===== src/rtl/bram_port_arbiter.sv =====
// Shares one port of a 16Kx1 dual-port block RAM between two same-clock requesters.
// Fixed priority to requester 0, with a starvation guard that eventually forces a requester 1 grant.
module bram_port_arbiter #(
    parameter int ADDR_WIDTH   = 14,
    parameter int DATA_WIDTH   = 1,
    parameter int STARVE_LIMIT = 4
) (
    input  logic                  CLK,
    input  logic                  RST,

    input  logic                  REQ0,
    input  logic                  WE0,
    input  logic [ADDR_WIDTH-1:0] ADDR0,
    input  logic [DATA_WIDTH-1:0] DI0,
    output logic                  ACK0,
    output logic [DATA_WIDTH-1:0] DO0,
    output logic                  DO_VLD0,

    input  logic                  REQ1,
    input  logic                  WE1,
    input  logic [ADDR_WIDTH-1:0] ADDR1,
    input  logic [DATA_WIDTH-1:0] DI1,
    output logic                  ACK1,
    output logic [DATA_WIDTH-1:0] DO1,
    output logic                  DO_VLD1,

    output logic                  RAM_EN,
    output logic                  RAM_WE,
    output logic                  RAM_SSR,
    output logic [ADDR_WIDTH-1:0] RAM_ADDR,
    output logic [DATA_WIDTH-1:0] RAM_DI,
    input  logic [DATA_WIDTH-1:0] RAM_DO
);

    localparam logic [3:0] STARVE_LIM = 4'(STARVE_LIMIT);
    localparam logic [3:0] STARVE_MAX = 4'hF;

    logic [3:0]            starve_cnt;
    logic                  force1;
    logic                  xfer;
    logic                  win1;
    logic                  cmd_we;
    logic [ADDR_WIDTH-1:0] cmd_addr;
    logic [DATA_WIDTH-1:0] cmd_di;

    logic                  s1_rd;
    logic                  s1_own;
    logic                  s2_rd;
    logic                  s2_own;

    // Grants are masked during reset so no requester sees an accept it cannot complete.
    always_comb begin
        force1 = !RST && REQ1 && (starve_cnt >= STARVE_LIM);
        ACK1   = !RST && REQ1 && (!REQ0 || force1);
        ACK0   = !RST && REQ0 && !force1;
        xfer   = ACK0 || ACK1;
        win1   = ACK1;
    end

    always_comb begin
        cmd_we   = WE0;
        cmd_addr = ADDR0;
        cmd_di   = DI0;
        if (win1) begin
            cmd_we   = WE1;
            cmd_addr = ADDR1;
            cmd_di   = DI1;
        end
    end

    always_ff @(posedge CLK or posedge RST) begin
        if (RST) begin
            starve_cnt <= '0;
        end else if (ACK1 || !REQ1) begin
            starve_cnt <= '0;
        end else if (starve_cnt != STARVE_MAX) begin
            starve_cnt <= starve_cnt + 4'd1;
        end
    end

    // Address and data hold on idle cycles so the RAM port does not toggle needlessly.
    always_ff @(posedge CLK or posedge RST) begin
        if (RST) begin
            RAM_EN   <= 1'b0;
            RAM_WE   <= 1'b0;
            RAM_ADDR <= '0;
            RAM_DI   <= '0;
        end else if (xfer) begin
            RAM_EN   <= 1'b1;
            RAM_WE   <= cmd_we;
            RAM_ADDR <= cmd_addr;
            RAM_DI   <= cmd_di;
        end else begin
            RAM_EN   <= 1'b0;
            RAM_WE   <= 1'b0;
        end
    end

    assign RAM_SSR = 1'b0;

    // Stage 1 tracks the command sitting on the RAM pins, stage 2 the one the RAM is reading.
    always_ff @(posedge CLK or posedge RST) begin
        if (RST) begin
            s1_rd  <= 1'b0;
            s1_own <= 1'b0;
            s2_rd  <= 1'b0;
            s2_own <= 1'b0;
        end else begin
            s1_rd  <= xfer && !cmd_we;
            s1_own <= win1;
            s2_rd  <= s1_rd;
            s2_own <= s1_own;
        end
    end

    always_ff @(posedge CLK or posedge RST) begin
        if (RST) begin
            DO0     <= '0;
            DO1     <= '0;
            DO_VLD0 <= 1'b0;
            DO_VLD1 <= 1'b0;
        end else begin
            DO_VLD0 <= s2_rd && !s2_own;
            DO_VLD1 <= s2_rd && s2_own;
            if (s2_rd && !s2_own) begin
                DO0 <= RAM_DO;
            end
            if (s2_rd && s2_own) begin
                DO1 <= RAM_DO;
            end
        end
    end

    ack_exclusive: assert property (@(posedge CLK) disable iff (RST) !(ACK0 && ACK1));
    vld_exclusive: assert property (@(posedge CLK) disable iff (RST) !(DO_VLD0 && DO_VLD1));

endmodule


===== config.mk =====
export PLATFORM = sky130hd
export DESIGN_NAME = bram_port_arbiter
export DESIGN_NICKNAME = d
export VERILOG_FILES = /design/src/rtl/bram_port_arbiter.sv
export SDC_FILE = /design/constraint.sdc
export NUM_CORES = 1
export LEC_CHECK = 0
export CORE_MARGIN = 2
export CORE_UTILIZATION = 39
export CTS_CLUSTER_SIZE = 12
export DETAILED_ROUTE_END_ITERATION = 8
export GPL_TIMING_DRIVEN = 0
export MAX_ROUTING_LAYER = met4
export PLACE_DENSITY = 0.79
export SYNTH_ARGS = -nofsm -noshare
export SYNTH_HDL_FRONTEND = slang
export SYNTH_SLANG_ARGS = --single-unit
export TNS_END_PERCENT = 100

===== constraint.sdc =====
create_clock -name CLK -period 1.66 [get_ports CLK]
set_clock_uncertainty 0.05 [all_clocks]
set_input_delay 0.332 -clock CLK [delete_from_list [all_inputs] [get_ports CLK]]
set_output_delay 0.332 -clock CLK [all_outputs]
set_load 0.02 [all_outputs]

Yosys cells after proc, flatten, opt, wreduce, memory -nomap -nowiden. Cells that the tools add are included.

Register bits after elaboration: 29. Bits in latches: 0. RAM bits: 0. Bits in read-only memories: 0. Input port bits: 37. Logic and storage cells: 41. Memories kept: 0.

$add $sub $neg: 1. Multipliers: 0. Div/mod/pow operators: 0. Order comparisons: 1. Eq/ne operators: 1. Shifts and indexed selects: 0. Muxes and demuxes: 7. Bitwise operators: 0. Reductions and logical operators: 18.

Operator list (count): 14-bit 2-to-1 mux (1); 1-bit logical AND (8); 4-bit 2-to-1 mux (2); 1-bit logical NOT (6); 4-bit by 1-bit adder with 4-bit output, second input constant (1); 4-bit by 3-bit greater-or-equal comparator with 1-bit output, second input constant (1); 1-bit 2-to-1 mux (4); 4-bit != test, second input constant (1); 1-bit logical OR (3); 2-bit nonzero test (1).

Depth between registers and ports, before layout.
Depth in word-level cells: 8. Depth in mapped cells: 6.

Least setup slack after synthesis. Ideal clock, no wire load.

Kind: reg2out. Start point: register starve_cnt[3]. End point: output port ACK1. Arrival: 1.154 ns. Data required time: 1.278 ns. Path slack: 0.124 ns. Stages on the path, launching flop included: 6. Cell sequence: dfrtp_1 -> buf_6 -> or3b_1 -> buf_6 -> nand2_2 -> inv_2.

Longest elaborated chain between the ends: 4.

RTL lines: from (decl) (line 38) `logic [3:0] starve_cnt;`; from (signal assigned) (line 77) `starve_cnt <= starve_cnt + 4'd1;`; 4-bit by 3-bit greater-or-equal comparator with 1-bit output (line 53) `force1 = !RST && REQ1 && (starve_cnt >= STARVE_LIM);`; 1-bit logical AND (line 53); 1-bit logical OR (line 54) `ACK1 = !RST && REQ1 && (!REQ0 || force1);`; 1-bit logical AND (line 54); to (decl) (line 23) `output logic ACK1,`.

No other way between the ends.

Worst setup path in the final report. Same ends and word-level chain as after synthesis.

==> metrics.csv <==
metric,value,unit
status,finished with violations,
failed_checks,setup timing,
synth_area_leader_cell,sky130_fd_sc_hd__dfrtp_1,
globalRoute.totalOverflow,0,
syn_avg_cell_area,11.3,sq um
synthTopCellsByArea,"sky130_fd_sc_hd__dfrtp_1 (53%), sky130_fd_sc_hd__a2bb2oi_1 (8.4%), sky130_fd_sc_hd__a32oi_1 (8.4%)",
synth_fp_nets,159,
drc,0,
place.gp.congestion,0.777,
criticalPathCategory,flop to output port,
antenna_left,0,
tritoncts.num_buffers,5,
post_synth_instance_area,1360,sq um
avgRoutedWirePerCell,17.9,microns
fp.dieArea,3980,sq um
initial_cell_density_of_the_core,0.408,
floorplan.io_pins,61,
final_layout_size_suffix_gt1_frac,0.264,
synth_sequential_area_ratio,0.533,
clock_latency,320,ps
drt-vias-per-instance,5.53,
cp_required,1280,ps
power.density_cell_area,839,nW/um^2
synth.ff_latch_count,29,
clock_tree.root_cell,sky130_fd_sc_hd__clkbuf_4,
fin_total_pwr,1.90,mW
power.static_leakage,1.05,nW
crit_path_start_kind,flop,
clock.fmax,551,MHz
die-width,63.1,microns
route.final.wire_length,4350,microns
clkSlewWorstSetupHoldPaths,100,ps
floorplan.rows,21,
report.final.slew_viol_count,0,
critPathCaptureType,output port,
pin_count_of_the_biggest_net_entering_global_routing,30,
number_of_antenna_violations_at_the_first_check_in_global_routing,0,
tritoncts,built,
timing.slew.headroom,0.263,
asyncSetResetFlopFracSynth,1.00,
tritoncts_num_sinks,29,
number_of_global_route_vias_before_repair,1432,
diodes,0,
timing.hold.ws,313,ps
synthFlopType,sky130_fd_sc_hd__dfrtp_1,
critPathArrivalTime,1430,ps
post_synth_inst_count,121,
synth_top_area_frac,0.533,
vdd_drop_max,0.000478,V
core,3340,sq um
synth.distinct_cells,34,
first_pass_iters,4,
worstPathMaxFanout,3,
layout.nets,234,
numPortBuffers,59,
grt_first_pass_wirelength,6840,microns
drt_first_iter_violations,54,
htreeDepth,2,
cts_max_path_buffers,2,
placed_cell_area,2010,sq um
synth_warnings,0,
hpwl,2820,microns
hp-class,flop to flop,
fin_crit_sh,1.09,
die_outline_height,63.1,microns
rsz0062_at_grt,true,
track_usage,0.229,
setup_ws,-156,ps
layout.cell_area.non_filler,2260,sq um
cts-hold-fix-buffers,0,
report.final.hold_viol_count,0,
tightest_slew,1100,ps
dr_total_vias,1345,
timing.final.crit_period,1820,ps
syn2layout_area_growth,65.7,%
maxCapViolCount,0,
synth-edff-count,0,
setup-violations-final,11,
==> metal layers <==
layer,global-route usage,vias to the layer above,part of all wire
met1,0.247,663,0.38
met2,0.395,52,0.52
met3,0.0518,16,0.045
met5,-,-,0
met4,0.111,0,0.046
li1,-,614,-
==> worst max-delay path: stages, from the launching register on <==
cell and delay, ps:
sky130_fd_sc_hd__dfrtp_2 430, sky130_fd_sc_hd__or3b_4 420, sky130_fd_sc_hd__nand2_4 100, sky130_fd_sc_hd__inv_4 40, sky130_fd_sc_hd__buf_6 120
==> kinds of logic (layout without fill, tap and decap cells) <==
logic type,Yosys count,after routing,synth area share
AOI/OAI and AO/OA,51,51,0.285
DFF,29,29,0.533
and+or+nand+nor,19,19,0.0726
buffers and inverters,16,92,0.0679
muxes,3,3,0.0239
adders and majority gates,1,1,0.00918
other,1,1,0.00275
xor gates and xnor gates,1,1,0.00643
==> final cells by class <==
| class | count | area (sq um) |
|---|---|---|
| Sequential cell | 29 | 728 |
| Clock inverter | 1 | 5.00 |
| Fill cell | 289 | 1080 |
| Tap cell | 46 | 57.6 |
| Multi-Input combinational cell | 76 | 643 |
| Timing Repair Buffer | 71 | 683 |
| Clock buffer | 7 | 65.1 |
| Buffer | 10 | 62.6 |
| Inverter | 3 | 13.8 |
==> flip-flops by register name, indices dropped and copies added (netlist names) <==
register	flops
DO0	1
DO1	1
DO_VLD0	1
DO_VLD1	1
RAM_ADDR	14
RAM_DI	1
RAM_EN	1
RAM_WE	1
s1_own	1
s1_rd	1
s2_own	1
s2_rd	1
starve_cnt	4
==> placed cells by master (no fill, tap or decap), types with 3 or more instances in the layout <==
cell type,synthesis,final
sky130_fd_sc_hd__a2bb2oi_1,13,10
sky130_fd_sc_hd__a2bb2oi_2,0,3
sky130_fd_sc_hd__a32oi_1,13,6
sky130_fd_sc_hd__a32oi_2,0,7
sky130_fd_sc_hd__buf_2,4,3
sky130_fd_sc_hd__buf_4,1,11
sky130_fd_sc_hd__buf_6,3,5
sky130_fd_sc_hd__clkbuf_4,0,7
sky130_fd_sc_hd__clkdlybuf4s50_1,0,33
sky130_fd_sc_hd__dfrtp_1,29,27
sky130_fd_sc_hd__dlygate4sd2_1,0,18
sky130_fd_sc_hd__dlymetal6s2s_1,0,6
sky130_fd_sc_hd__nor2_1,5,5
sky130_fd_sc_hd__nor2b_1,3,3
sky130_fd_sc_hd__o21ai_0,14,14
==> cells in the mapped netlist, drive strengths merged, types with 2 or more instances <==
cell / n
nand3: 2
o22a: 2
dfrtp: 29
clkbuf: 5
buf: 8
a2bb2oi: 13
nor2b: 3
a21boi: 2
inv: 3
nand2: 4
o21ai: 15
mux2: 2
a32o: 2
nor2: 5
a32oi: 13
==> power breakdown <==
group	internal (mW)	total [mW]	switching, mW	leakage [nW]
sequential	0.790	0.833	0.0429	0.353
clock	0.245	0.496	0.251	0.0413
combinational	0.277	0.566	0.289	0.653
total	1.31	1.90	0.583	1.05
==> worst paths after layout <==
path / from / end / slack (ps) / cells past startpoint
min reg2reg: s1_own$_DFF_PP0_ / s2_own$_DFF_PP0_ / 310 / 0
min: s1_own$_DFF_PP0_ / s2_own$_DFF_PP0_ / 310 / 0
max reg2reg: starve_cnt[3]$_DFFE_PP0P_ / RAM_ADDR[11]$_DFFE_PP0P_ / -80 / 6
min in group asynchronous: RST / s1_own$_DFF_PP0_ / 450 / 2
max in group asynchronous: RST / starve_cnt[2]$_DFFE_PP0P_ / 370 / 2
max: starve_cnt[3]$_DFFE_PP0P_ / ACK1 / -160 / 4
==> stage by stage <==
| stage | utilization | instances | setup WS [ps] | TNS [ps] |
|---|---|---|---|---|
| finish | 0.677 | 243 | -156 | -458 |
| global route | 0.677 | 243 | -189 | -956 |
| CTS | 0.654 | 242 | -259 | -1770 |
| detailed placement | 0.603 | 226 | -1050 | -15170 |
| global placement | 0.603 | 226 | -984 | -12270 |
| floorplan | - | 121 | 124 | 0 |
==> timing repair <==
action,in CTS,in global routing
hold endpoints to repair,0,0
setup buffers,8,3
setup endpoints to repair,29,24
pin swaps,20,6
gates cloned,1,0
resized for setup,47,18
(Power assumes the default switching activity.)
==> variant 1, RTL diff (same settings) <==
`ADDR_WIDTH`: 14 -> 15.
--- a/src/rtl/bram_port_arbiter.sv
+++ b/src/rtl/bram_port_arbiter.sv
@@ -2,5 +2,5 @@
 // Fixed priority to requester 0, with a starvation guard that eventually forces a requester 1 grant.
 module bram_port_arbiter #(
-    parameter int ADDR_WIDTH   = 14,
+    parameter int ADDR_WIDTH   = 15,
     parameter int DATA_WIDTH   = 1,
     parameter int STARVE_LIMIT = 4
Ports: changed (resized ADDR0, ADDR1 and RAM_ADDR); port bits go from 61 to 64. No check against the original RTL was run, so the function may have changed too.
==> variant 1 against the original RTL <==
The run still ends with setup timing left; critical path depth is 1 higher; design area is 8.4% higher; area after synthesis is 3.8% higher; global-route usage is 1.7 points higher; largest cell class unchanged; count of clock-buffer cells in the layout stayed put; largest power group unchanged; setup slack worse by 73 ps; first-iteration DRC count is 80% higher; total power is 2.9% higher; critical path type unchanged; sequential cell count is 1 higher; wire length is 15% higher.
==> variant 1: results (changes against the original RTL) <==
Critical Path Max Stage Delay=400 ps (was 430 ps); ranking of synthesized cells by area=dfrtp_1 (53%), a2bb2oi_1 (8.7%), a32oi_1 (8.7%) (was dfrtp_1 (53%), a2bb2oi_1 (8.4%), a32oi_1 (8.4%)); Skew-Pair Late Insertion Delay=340 ps (was 320 ps); actual slew at the worst max-slew pin=1130 ps (was 1100 ps); Gate Count Post-Synth=128 (was 121); number of global-route vias before repair=1,440 (was 1,432); first-pass GRT wire length=7540 um (was 6840 um); Placer Congestion=0.829 (was 0.777); CP max FO=4 (was 3); Total GRT Usage=24.6% (was 22.9%); Seq/Total Area, Yosys=53.1% (was 53.3%); Final WS setup=-230 ps (was -156 ps); post-placement cell area=2090 sq um (was 2010 sq um); layout cell share with drive strength beyond 1=27.9% (was 26.4%); ANT cells=0 (unchanged); Inst Count DP=236 (was 226); count of endpoints failing setup in the final report=15 (was 11); Hold Crit Class=register to register (unchanged); Top Registers=RAM_ADDR (15), starve_cnt (4) (was RAM_ADDR (14), starve_cnt (4)); synth cell count leaders=dfrtp_1 (30), a2bb2oi_1 (14), a32oi_1 (14) (was dfrtp_1 (29), o21ai_0 (14), a2bb2oi_1 (13), a32oi_1 (13), nor2_1 (5)); Routed WL per cell=19.2 um (was 17.9 um); syn_nets=168 (was 159); status=complete, but fails checks (unchanged); Port Buffer Count=62 (was 59); Post-DP HPWL=3020 um (was 2820 um); WP data arrival=1510 ps (was 1430 ps); highest-delay cell along the critical path=or3b_4 (was dfrtp_2); final cell count without fillers=261 (was 243); drt first-iter violations=97 (was 54); initial antenna violation count=0 (unchanged); largest net degree at the start of global routing=31 (was 30); Pre-antenna DRT Iters=4 (unchanged); CTS buffer count=5 (unchanged); R2R cell count=7 (was 6); failing checks=setup timing (unchanged); Pleak=1.09 nW (was 1.05 nW); Via Count=1,525 (was 1,345); Layout Nets=254 (was 234); Worst IR Drop VDD=0.560 mV (was 0.478 mV)
==> variant 1: cell type report <==
type,count,area [sq um]
flip-flops and latches,30,752
clock buffers,7,55.1
plain buffers,10,72.6
well taps,46,57.6
inverters,3,13.8
clock inverters,1,5.00
multi-input cells,83,727
repair buffers,81,766
fillers,238,967
==> variant 1: final timing paths <==
check / from / slack [ps] / endpoint
worst min register to register: s1_rd$_DFF_PP0_ / 310 / s2_rd$_DFF_PP0_
worst min-delay path: s1_rd$_DFF_PP0_ / 310 / s2_rd$_DFF_PP0_
worst max-delay path: starve_cnt[3]$_DFFE_PP0P_ / -230 / ACK1
max in group asynchronous: RST / 330 / starve_cnt[2]$_DFFE_PP0P_
worst max register to register: starve_cnt[3]$_DFFE_PP0P_ / -110 / RAM_ADDR[13]$_DFFE_PP0P_
min in group asynchronous: RST / 480 / RAM_ADDR[6]$_DFFE_PP0P_
==> variant 1: cell families (layout without fill, tap and decap cells) <==
group | after synthesis | in the layout | synth area share, %
AO/OA/AOI/OAI | 53 | 53 | 27.4
XOR/XNOR | 1 | 1 | 0.620
adder cells (fa/ha/maj) | 1 | 1 | 0.885
buffers and inverters | 15 | 102 | 6.11
flip-flops | 30 | 30 | 53.1
multiplexers | 3 | 3 | 2.30
other | 1 | 1 | 0.265
AND/OR/NAND/NOR | 24 | 24 | 9.29
==> variant 1: worst reg2reg max path, stage by stage (launching register included) <==
cell,delay [ps]
dfrtp_1,380
buf_6,130
or3b_4,400
buf_4,150
buf_6,130
buf_16,140
a32oi_2,200
a2bb2oi_1,90
==> variant 1: repair_timing <==
item                       in CTS  in global routing
setup endpoints to repair      34                 23
buffers inserted                7                 11
pin swaps                      16                  7
gates resized for setup        48                 24
cloned                          1                  0
==> variant 1: power by group <==
part           internal [mW]  switching (mW)  leakage, nW  total, mW
logic                  0.302           0.324        0.693      0.626
clock network          0.205           0.255       0.0353      0.459
registers              0.819          0.0466        0.366      0.865
==> variant 1: through the flow <==
step / TNS (ps) / setup slack, ps / util (%) / hold WS, ps
floorplan: 0 / 124 / - / 281
global placement: -13230 / -952 / 61.2 / 285
detailed placement: -17790 / -1020 / 61.2 / 286
CTS: -1610 / -277 / 67.1 / 307
global route: -2520 / -296 / 71.7 / 314
finish: -1280 / -230 / 71.7 / 305
==> variant 1: routing by layer <==
| metal | global-route usage, % | share of wire, % |
|---|---|---|
| met1 | 29.3 | 38 |
| met2 | 41.3 | 51 |
| met3 | 5.63 | 7.2 |
| met4 | 7.98 | 4.3 |
| met5 | - | 0 |
==> variant 2, RTL diff (config.mk and constraints unchanged) <==
Made on the original files. Reset style: synchronous (`RST`), changed in 4 clocked blocks.
--- a/src/rtl/bram_port_arbiter.sv
+++ b/src/rtl/bram_port_arbiter.sv
@@ -69,5 +69,5 @@
     end
 
-    always_ff @(posedge CLK or posedge RST) begin
+    always_ff @(posedge CLK) begin
         if (RST) begin
             starve_cnt <= '0;
@@ -80,5 +80,5 @@
 
     // Address and data hold on idle cycles so the RAM port does not toggle needlessly.
-    always_ff @(posedge CLK or posedge RST) begin
+    always_ff @(posedge CLK) begin
         if (RST) begin
             RAM_EN   <= 1'b0;
@@ -100,5 +100,5 @@
 
     // Stage 1 tracks the command sitting on the RAM pins, stage 2 the one the RAM is reading.
-    always_ff @(posedge CLK or posedge RST) begin
+    always_ff @(posedge CLK) begin
         if (RST) begin
             s1_rd  <= 1'b0;
@@ -114,5 +114,5 @@
     end
 
-    always_ff @(posedge CLK or posedge RST) begin
+    always_ff @(posedge CLK) begin
         if (RST) begin
             DO0     <= '0;
Behaviour: differs if RST is asserted again (counterexample within 4 cycles, from zero or initial values and one cycle with RST high); with RST held inactive, the same outputs for 10 cycles.
==> variant 2 against the original RTL <==
The flow still finishes with violations (setup timing); clock power down 23%; critical endpoint is now ACK0; largest cell class unchanged; total power down 21%; sequential cell count unchanged; sequential share of layout area down 2.5 points; design area down 13%; critical path type unchanged; highest routed layer unchanged; wire length down 24%; register-to-register slack better by 210 ps; die area down 10%; sequential power down 9.2%; combinational power down 38%; count of clock-buffer cells in the layout down 1; area after synthesis down 11%; setup slack better by 110 ps.
==> variant 2: results (changes against the original RTL) <==
status=complete, but fails checks (unchanged); failing checks=setup timing (unchanged); prevailing post-synth register cell=dfxtp_1 (was dfrtp_1); Port Buffer Count=58 (was 59); Gate Count Post-Synth=127 (was 121); vias per cell=5.11 (was 5.53); count of endpoints failing setup in the final report=2 (was 11); routed wl met3=180 um (was 197 um); syn_area_per_cell=9.59 sq um (was 11.3 sq um); sequential cell count=29 (unchanged); R2R cell count=5 (was 6); adder-cell share of the synthesized area=1.03% (was 0.918%); largest net degree at the start of global routing=11 (was 30); Routed WL per cell=14.3 um (was 17.9 um); highest-delay cell along the critical path=dfxtp_2 (was dfrtp_2); Critical Path Max Stage Delay=320 ps (was 430 ps); mux share of post-synthesis cell area=5.76% (was 2.39%); Seq/Total Area, Yosys=47.7% (was 53.3%); non-clk buf share=36.1% (was 33.0%); number of global-route vias before repair=1,078 (was 1,432); internal power=1.08 mW (was 1.31 mW); multi-input combinational area share=29.1% (was 28.5%); Total GRT Usage=20.1% (was 22.9%); layout cell share with drive strength beyond 1=16.5% (was 26.4%); TNS Setup=-84.7 ps (was -458 ps); Hold Crit Class=primary input to register (was register to register); Worst Setup SP=starve_cnt[3]$_SDFFE_PP0P_ (was starve_cnt[3]$_DFFE_PP0P_); RR Endpoint=RAM_ADDR[7]$_SDFFE_PP0P_ (was RAM_ADDR[11]$_DFFE_PP0P_); crit path to=ACK0 (was ACK1); Async SR Flop Fraction=0% (was 100%); R2R Setup Slk=130 ps (was -80 ps); synth cell count leaders=dfxtp_1 (29), a211oi_1 (21), nor2_1 (13) (was dfrtp_1 (29), o21ai_0 (14), a2bb2oi_1 (13), a32oi_1 (13), nor2_1 (5)); Compound-Gate Fraction of Synth Area=23.7% (was 28.5%); Fill cells=259 (was 289); GRT met1 Usage=23.9% (was 24.7%); min-delay src=RST (was s1_own$_DFF_PP0_); Post-DP HPWL=2400 um (was 2820 um); GRT met2 Usage=31.4% (was 39.5%); Inst Count DP=219 (was 226); count of cell types in the netlist=30 (was 34); Core Util, Final=65.3% (was 67.7%); WP data arrival=1330 ps (was 1430 ps); Non-CTS buffers=76 (was 81); clock slew at reported path FFs=80 ps (was 100 ps); Hold Path End=s2_own$_SDFF_PP0_ (was s2_own$_DFF_PP0_); inverters=2 (was 3); ranking of synthesized cells by area=dfxtp_1 (48%), a211oi_1 (13%), mux2i_1 (5.8%) (was dfrtp_1 (53%), a2bb2oi_1 (8.4%), a32oi_1 (8.4%)); grt met3 use=6.71% (was 5.18%); clk tree area frac=2.62% (was 3.10%); met2 routed WL=1690 um (was 2280 um); Final WS setup=-47.5 ps (was -156 ps); Via Count=1,191 (was 1,345)
[variant 2: changes by cell type in the layout (fill, tap and decap cells not counted), sizes merged, moves of 3 or more]
| cell | before | now |
|---|---|---|
| dfrtp | 29 | 0 |
| dfxtp | 0 | 29 |
| a211oi | 1 | 21 |
| a2bb2oi | 13 | 0 |
| a32oi | 13 | 0 |
| a31oi | 1 | 9 |
| nor2 | 5 | 13 |
| mux2i | 1 | 7 |
| o21ai | 15 | 10 |
| clkbuf | 12 | 8 |
| and3 | 0 | 3 |
[variant 2: power groups by stage]
stage	Clock (mW)	Combinational [mW]	Sequential, mW
2_1_floorplan	0	0.127	0.813
3_3_place_gp	0	0.349	0.771
3_5_place_dp	0	0.355	0.774
4_1_cts	0.399	0.347	0.757
5_1_grt	0.433	0.379	0.760
6_report	0.384	0.352	0.756
[variant 2: what timing repair did]
item | in CTS | in global routing
buffers inserted | 4 | 3
resized for setup | 36 | 7
pin swaps | 2 | 4
setup endpoints to repair | 17 | 7
